[src/rtl/agc_error_accum_mc_if.sv]
// Sample-stream and error-output bundle for the multi-channel AGC
// error accumulator.
interface agc_error_accum_mc_if #(
   parameter int BWIDTH   = 18,
   parameter int AWIDTH   = 30,
   parameter int DWIDTH   = 27,
   parameter int OUTWIDTH = 48,
   parameter int CH_W     = 2
);
   logic                       Valid;
   logic [CH_W-1:0]            Channel;
   logic signed [AWIDTH-1:0]   Port_Data_A;
   logic [DWIDTH-1:0]          R_level;
   logic [BWIDTH-1:0]          Error_Coefficient;
   logic                       Accum_Clear;
   logic                       Valid_out_error;
   logic [CH_W-1:0]            Channel_out;
   logic signed [OUTWIDTH-1:0] Error_Out;
   logic                       Sat_out;

   modport master (
      output Valid, Channel, Port_Data_A,
      output R_level, Error_Coefficient,
      output Accum_Clear,
      input  Valid_out_error, Channel_out,
      input  Error_Out, Sat_out
   );

   modport slave (
      input  Valid, Channel, Port_Data_A,
      input  R_level, Error_Coefficient,
      input  Accum_Clear,
      output Valid_out_error, Channel_out,
      output Error_Out, Sat_out
   );
endinterface

[src/rtl/agc_error_accum_mc.sv]
// Multi-channel AGC error accumulator: acc[ch] += Coeff*(R-Data), saturating.
// Define AGC_ERR_LEAK_EN to turn the integrator into a leaky one.
module agc_error_accum_mc #(
   parameter int BWIDTH     = 18,
   parameter int AWIDTH     = 30,
   parameter int DWIDTH     = 27,
   parameter int OUTWIDTH   = 48,
   parameter int NUM_CH     = 4,
   parameter int CH_W       = 2,
   parameter int LEAK_SHIFT = 12
) (
   input logic                 clk,
   input logic                 rst,
   agc_error_accum_mc_if.slave bus
);
   localparam int DIFFW =
      (AWIDTH > DWIDTH + 1 ? AWIDTH : DWIDTH + 1) + 1;
   localparam int PW = BWIDTH + 1 + DIFFW;
   localparam int SW = (OUTWIDTH > PW ? OUTWIDTH : PW) + 1;

   localparam logic [CH_W:0] NCH = (CH_W + 1)'(NUM_CH);

   localparam logic signed [SW-1:0] MAXV =
      {{(SW - OUTWIDTH + 1){1'b0}}, {(OUTWIDTH - 1){1'b1}}};
   localparam logic signed [SW-1:0] MINV =
      {{(SW - OUTWIDTH + 1){1'b1}}, {(OUTWIDTH - 1){1'b0}}};

   logic                       v1, v2, v3, v4;
   logic [CH_W-1:0]            ch1, ch2, ch3, ch4;
   logic signed [AWIDTH-1:0]   d1;
   logic [DWIDTH-1:0]          r1;
   logic [BWIDTH-1:0]          c1, c2;
   logic signed [DIFFW-1:0]    diff2;
   logic signed [PW-1:0]       prod3, prod4;

   logic signed [OUTWIDTH-1:0] acc [NUM_CH];

   logic signed [OUTWIDTH-1:0] acc_rd;
   logic signed [OUTWIDTH-1:0] base;
   logic signed [SW-1:0]       sum;
   logic signed [OUTWIDTH-1:0] res;
   logic                       sat;

   logic                       vo;
   logic [CH_W-1:0]            cho;
   logic signed [OUTWIDTH-1:0] eo;
   logic                       so;

   always_ff @(posedge clk) begin
      if (rst) begin
         v1 <= 1'b0;
         v2 <= 1'b0;
         v3 <= 1'b0;
         v4 <= 1'b0;
      end else begin
         v1 <= bus.Valid && ({1'b0, bus.Channel} < NCH);
         v2 <= v1;
         v3 <= v2;
         v4 <= v3;
      end
   end

   // prod4 re-registers the product so the multiply maps onto a
   // DSP with both pipeline registers enabled.
   always_ff @(posedge clk) begin
      ch1   <= bus.Channel;
      d1    <= bus.Port_Data_A;
      r1    <= bus.R_level;
      c1    <= bus.Error_Coefficient;
      ch2   <= ch1;
      c2    <= c1;
      diff2 <= $signed({{(DIFFW - DWIDTH){1'b0}}, r1})
             - $signed({{(DIFFW - AWIDTH){d1[AWIDTH-1]}}, d1});
      ch3   <= ch2;
      prod3 <= $signed({{(PW - BWIDTH){1'b0}}, c2})
             * $signed({{(PW - DIFFW){diff2[DIFFW-1]}}, diff2});
      ch4   <= ch3;
      prod4 <= prod3;
   end

   always_comb begin
      acc_rd = bus.Accum_Clear ? '0 : acc[ch4];
`ifdef AGC_ERR_LEAK_EN
      base = acc_rd - (acc_rd >>> LEAK_SHIFT);
`else
      base = acc_rd;
`endif
      sum = $signed({{(SW - OUTWIDTH){base[OUTWIDTH-1]}}, base})
          + $signed({{(SW - PW){prod4[PW-1]}}, prod4});
      res = sum[OUTWIDTH-1:0];
      sat = 1'b0;
      if (sum > MAXV) begin
         res = MAXV[OUTWIDTH-1:0];
         sat = 1'b1;
      end else if (sum < MINV) begin
         res = MINV[OUTWIDTH-1:0];
         sat = 1'b1;
      end
   end

`ifndef AGC_ERR_LEAK_EN
   logic [31:0] unused_leak;
   assign unused_leak = 32'(LEAK_SHIFT);
`endif

   // Clear first, then the S4 write, so a colliding sample lands on zero.
   always_ff @(posedge clk) begin
      if (rst) begin
         for (int i = 0; i < NUM_CH; i++) acc[i] <= '0;
      end else begin
         if (bus.Accum_Clear)
            for (int i = 0; i < NUM_CH; i++) acc[i] <= '0;
         if (v4) acc[ch4] <= res;
      end
   end

   always_ff @(posedge clk) begin
      if (rst) begin
         vo  <= 1'b0;
         cho <= '0;
         eo  <= '0;
         so  <= 1'b0;
      end else begin
         vo <= v4;
         if (v4) begin
            cho <= ch4;
            eo  <= res;
            so  <= sat;
         end
      end
   end

   assign bus.Valid_out_error = vo;
   assign bus.Channel_out     = cho;
   assign bus.Error_Out       = eo;
   assign bus.Sat_out         = so;
endmodule
[src/flat_wrapper.sv]
// flat-port wrapper written by rule: the top's interface ports become plain ports
module agc_error_accum_mc_flat 
#(
   parameter int BWIDTH     = 18,
   parameter int AWIDTH     = 30,
   parameter int DWIDTH     = 27,
   parameter int OUTWIDTH   = 48,
   parameter int NUM_CH     = 4,
   parameter int CH_W       = 2,
   parameter int LEAK_SHIFT = 12
)
  (clk, rst, bus_Valid, bus_Channel, bus_Port_Data_A, bus_R_level, bus_Error_Coefficient, bus_Accum_Clear, bus_Valid_out_error, bus_Channel_out, bus_Error_Out, bus_Sat_out);
  agc_error_accum_mc_if #(.BWIDTH(BWIDTH), .AWIDTH(AWIDTH), .DWIDTH(DWIDTH), .OUTWIDTH(OUTWIDTH), .CH_W(CH_W)) bus_i ();
  input logic clk;
  input logic rst;
  input wire logic [$bits(bus_i.Valid)-1:0] bus_Valid;
  input wire logic [$bits(bus_i.Channel)-1:0] bus_Channel;
  input wire logic [$bits(bus_i.Port_Data_A)-1:0] bus_Port_Data_A;
  input wire logic [$bits(bus_i.R_level)-1:0] bus_R_level;
  input wire logic [$bits(bus_i.Error_Coefficient)-1:0] bus_Error_Coefficient;
  input wire logic [$bits(bus_i.Accum_Clear)-1:0] bus_Accum_Clear;
  output wire logic [$bits(bus_i.Valid_out_error)-1:0] bus_Valid_out_error;
  output wire logic [$bits(bus_i.Channel_out)-1:0] bus_Channel_out;
  output wire logic [$bits(bus_i.Error_Out)-1:0] bus_Error_Out;
  output wire logic [$bits(bus_i.Sat_out)-1:0] bus_Sat_out;
  assign bus_i.Valid = bus_Valid;
  assign bus_i.Channel = bus_Channel;
  assign bus_i.Port_Data_A = bus_Port_Data_A;
  assign bus_i.R_level = bus_R_level;
  assign bus_i.Error_Coefficient = bus_Error_Coefficient;
  assign bus_i.Accum_Clear = bus_Accum_Clear;
  assign bus_Valid_out_error = bus_i.Valid_out_error;
  assign bus_Channel_out = bus_i.Channel_out;
  assign bus_Error_Out = bus_i.Error_Out;
  assign bus_Sat_out = bus_i.Sat_out;
  agc_error_accum_mc #(.BWIDTH(BWIDTH), .AWIDTH(AWIDTH), .DWIDTH(DWIDTH), .OUTWIDTH(OUTWIDTH), .NUM_CH(NUM_CH), .CH_W(CH_W), .LEAK_SHIFT(LEAK_SHIFT)) u_core (.clk(clk), .rst(rst), .bus(bus_i));
endmodule
[config.mk]
export PLATFORM = sky130hd
export DESIGN_NAME = agc_error_accum_mc_flat
export DESIGN_NICKNAME = d
export VERILOG_FILES = /design/src/rtl/agc_error_accum_mc_if.sv /design/src/rtl/agc_error_accum_mc.sv /design/src/flat_wrapper.sv
export SDC_FILE = /design/constraint.sdc
export NUM_CORES = 2
export LEC_CHECK = 0
export CAP_MARGIN = 10
export CORE_MARGIN = 2
export CORE_UTILIZATION = 55
export CTS_CLUSTER_SIZE = 40
export DETAILED_ROUTE_END_ITERATION = 6
export PLACE_DENSITY_LB_ADDON = 0.25
export SLEW_MARGIN = 30
export SYNTH_ARGS = -nofsm -noshare
export SYNTH_HDL_FRONTEND = slang
export SYNTH_SLANG_ARGS = --single-unit
export TNS_END_PERCENT = 30
[constraint.sdc]
create_clock -name clk -period 8.7 [get_ports clk]
set_input_delay 0.87 -clock clk [delete_from_list [all_inputs] [get_ports clk]]
set_output_delay 0.87 -clock clk [all_outputs]
set_load 0.01 [all_outputs]
==> flow_metrics.tcl <==
set metrics [dict create \
    arrival_ns 7.65 \
    wl_per_cell_um 18.48 \
    clockRootBuffer "clkbuf_16" \
    cap_violations 0 \
    holdBufCountCts 0 \
    fp.dieH_um 274.4 \
    tightest_slew_ns 0.9827 \
    grt_usage_pct 25.37 \
    syn_to_final_growth_pct 8.679 \
    yosys.area.top_type "fa_1" \
    ant_nets 0 \
    min_period_ns 7.164 \
    dr.first_iter.drc_count 1932 \
    routed_wl_um 91680 \
    ios 133 \
    status "finished clean" \
    finalSetupViolCount 0 \
    die_x_um 274.4 \
    hold_violations 0 \
    vias 26970 \
    grt_pass1_wl_um 151000 \
    max_slew_margin_pct 34.48 \
    clk_latency_ns 0.64 \
    cp-start-kind "flip-flop" \
    nets 4785 \
    ys_types 76 \
    syn_area_per_cell_um2 10.16 \
    cts_tree "done" \
    cp-end-kind "flip-flop" \
    layout-drive-gt1-share_pct 6.197 \
    synth_area_mm2 0.04022 \
    via_per_inst 5.436 \
    ys_top_cells_by_area "fa_1 27%, dfxtp_1 14%, edfxtp_1 14%, inv_1 6.8%, ha_1 6.3%" \
    synth_top_area_share_pct 27.03 \
    design.die.area_mm2 0.07531 \
    critPathMaxFanout 18 \
    slew_violations 0 \
    crit_required_ns 9.18 \
    cts.path.max_buffers 3 \
    ys_seq_elements 480 \
    num_rows 99 \
    rsz0062_at_grt "no" \
    grt_max_degree 63 \
    setup_tns_ns 0 \
    grt_pass1_vias 28540 \
    core_mm2 0.07271 \
    postCtsSetupRepairBufs 0 \
    dr.pass1.iters 5 \
    io_buffers 132 \
    clk_pin_slew_ns 0.06 \
    async_flop_share_pct 0 \
    hold_path_class "reg2reg" \
    synth-edff-count 192 \
    antenna_found_initial 0 \
    max_freq_mhz 139.6 \
    clkSinkCount 480 \
    remaining_drc_errors 0 \
    cts_buffers 52 \
    place_hpwl_um 67880 \
    synth_top_flop_cell "dfxtp_1" \
    cts_resized 0 \
    netlist_top_cells_count "725 x inv_1, 543 x fa_1, 380 x and2_1, 288 x dfxtp_1, 280 x nand2_1" \
    place.gp.congestion 0.9130 \
    yosysMostFrequentCell "inv_1" \
    grt_overflow 0 \
    antenna_cells 0 \
    postSynthCellCount 3957 \
    crit_type "reg2reg" \
    start_util_pct 55.31 \
    cts.htree.levels 2 \
    fin_skew_ns 0.03379 \
    yosysWarnings 0 \
    whs_ns 0.3135 \
    syn_nets 4783 \
    synth_seq_area_share_pct 28.67 \
    period_share_pct 82.35 \
]
==> critical path, stage by stage (launching register included) <==
cell and delay, ns:
dfxtp_1 0.90, and2_1 0.26, fa_1 0.44, fa_1 0.53, inv_1 0.06, fa_1 0.47, inv_1 0.05, fa_1 0.51
fa_1 0.55, inv_1 0.05, fa_1 0.47, inv_1 0.04, ha_1 0.38, nand4_1 0.15, a211oi_1 0.18, o21ai_0 0.14
a21boi_0 0.37, o21bai_1 0.14, a311oi_1 0.47, a21oi_1 0.28, o21bai_1 0.29, a221oi_1 0.13, xnor2_1 0.15
==> final cells by class <==
type                    count  area [um^2]
well taps                 959         1200
repair buffers            152         1479
fillers                  6071        29000
multi-input cells        2548        25010
clock inverters            26        332.8
inverters                 725         2721
flip-flops and latches    480        11550
clock buffers              71         1413
==> state kept, by name, indices dropped and copies added (netlist names), 27 cells and up <==
signal and count:
u_core.acc 192, u_core.bus.Error_Out 48, u_core.d1 30, u_core.diff2 31, u_core.prod3 50, u_core.prod4 50
u_core.r1 27
==> path summary, 6_finish.rpt <==
check / startpoint / to / slack [ns] / depth (start not counted)
worst max-delay path: u_core.diff2[12]$_DFF_P_ / u_core.prod3[39]$_DFF_P_ / 1.54 / 22
worst min register to register: u_core.prod3[27]$_DFF_P_ / u_core.prod4[27]$_DFF_P_ / 0.31 / 0
worst max register to register: u_core.diff2[12]$_DFF_P_ / u_core.prod3[39]$_DFF_P_ / 1.54 / 22
worst min-delay path: u_core.prod3[27]$_DFF_P_ / u_core.prod4[27]$_DFF_P_ / 0.31 / 0
==> kinds of logic (layout without fill, tap and decap cells) <==
group           count (synthesis)  count (layout)  synth area share (%)
compound gates                609             609                 10.10
xor+xnor                      122             122                 2.657
fa+ha+maj                     745             745                 33.31
buf+inv                       929             974                 9.193
flops                         480             480                 28.67
mux                            51              51                 2.762
simple gates                 1021            1021                 13.30
==> through the flow <==
stage	std cells	util, %	area (um^2)	setup WS, ns
final	4961	60.12	43710	1.536
after global routing	4961	60.12	43710	0.9618
after CTS	4961	60.11	43710	1.519
after detailed placement	4864	57.71	41960	1.540
after global placement	4864	57.69	41950	1.458
after floorplan	3957	-	40220	2.382
==> layout by cell type (no fill, tap or decap), types with 23 or more instances in the layout <==
| master | count |
|---|---|
| and2_1 | 379 |
| nor2b_1 | 58 |
| o21ai_0 | 226 |
| mux4_2 | 48 |
| xnor2_1 | 80 |
| clkdlybuf4s50_1 | 131 |
| fa_1 | 543 |
| inv_1 | 725 |
| clkbuf_16 | 52 |
| nand4_1 | 29 |
| ha_1 | 202 |
| nand2b_1 | 39 |
| a21o_1 | 61 |
| a211oi_2 | 41 |
| edfxtp_1 | 192 |
| a211oi_1 | 23 |
| a21oi_1 | 127 |
| nor2_1 | 151 |
| dfxtp_1 | 273 |
| xor2_1 | 42 |
| nand2_1 | 276 |
==> metal layers <==
layer	share of wire [%]	routed length (um)	vias up	GRT usage [%]
met5	0	0	-	0
met3	8.2	7503	117	5.701
met2	45	41650	923	40.59
li1	-	-	12550	-
met4	1.9	1716	0	5.678
met1	45	40810	13380	35.49
Power is not shown: default switching activity piles up to over one toggle a cycle in this logic, so the estimate is an artifact.
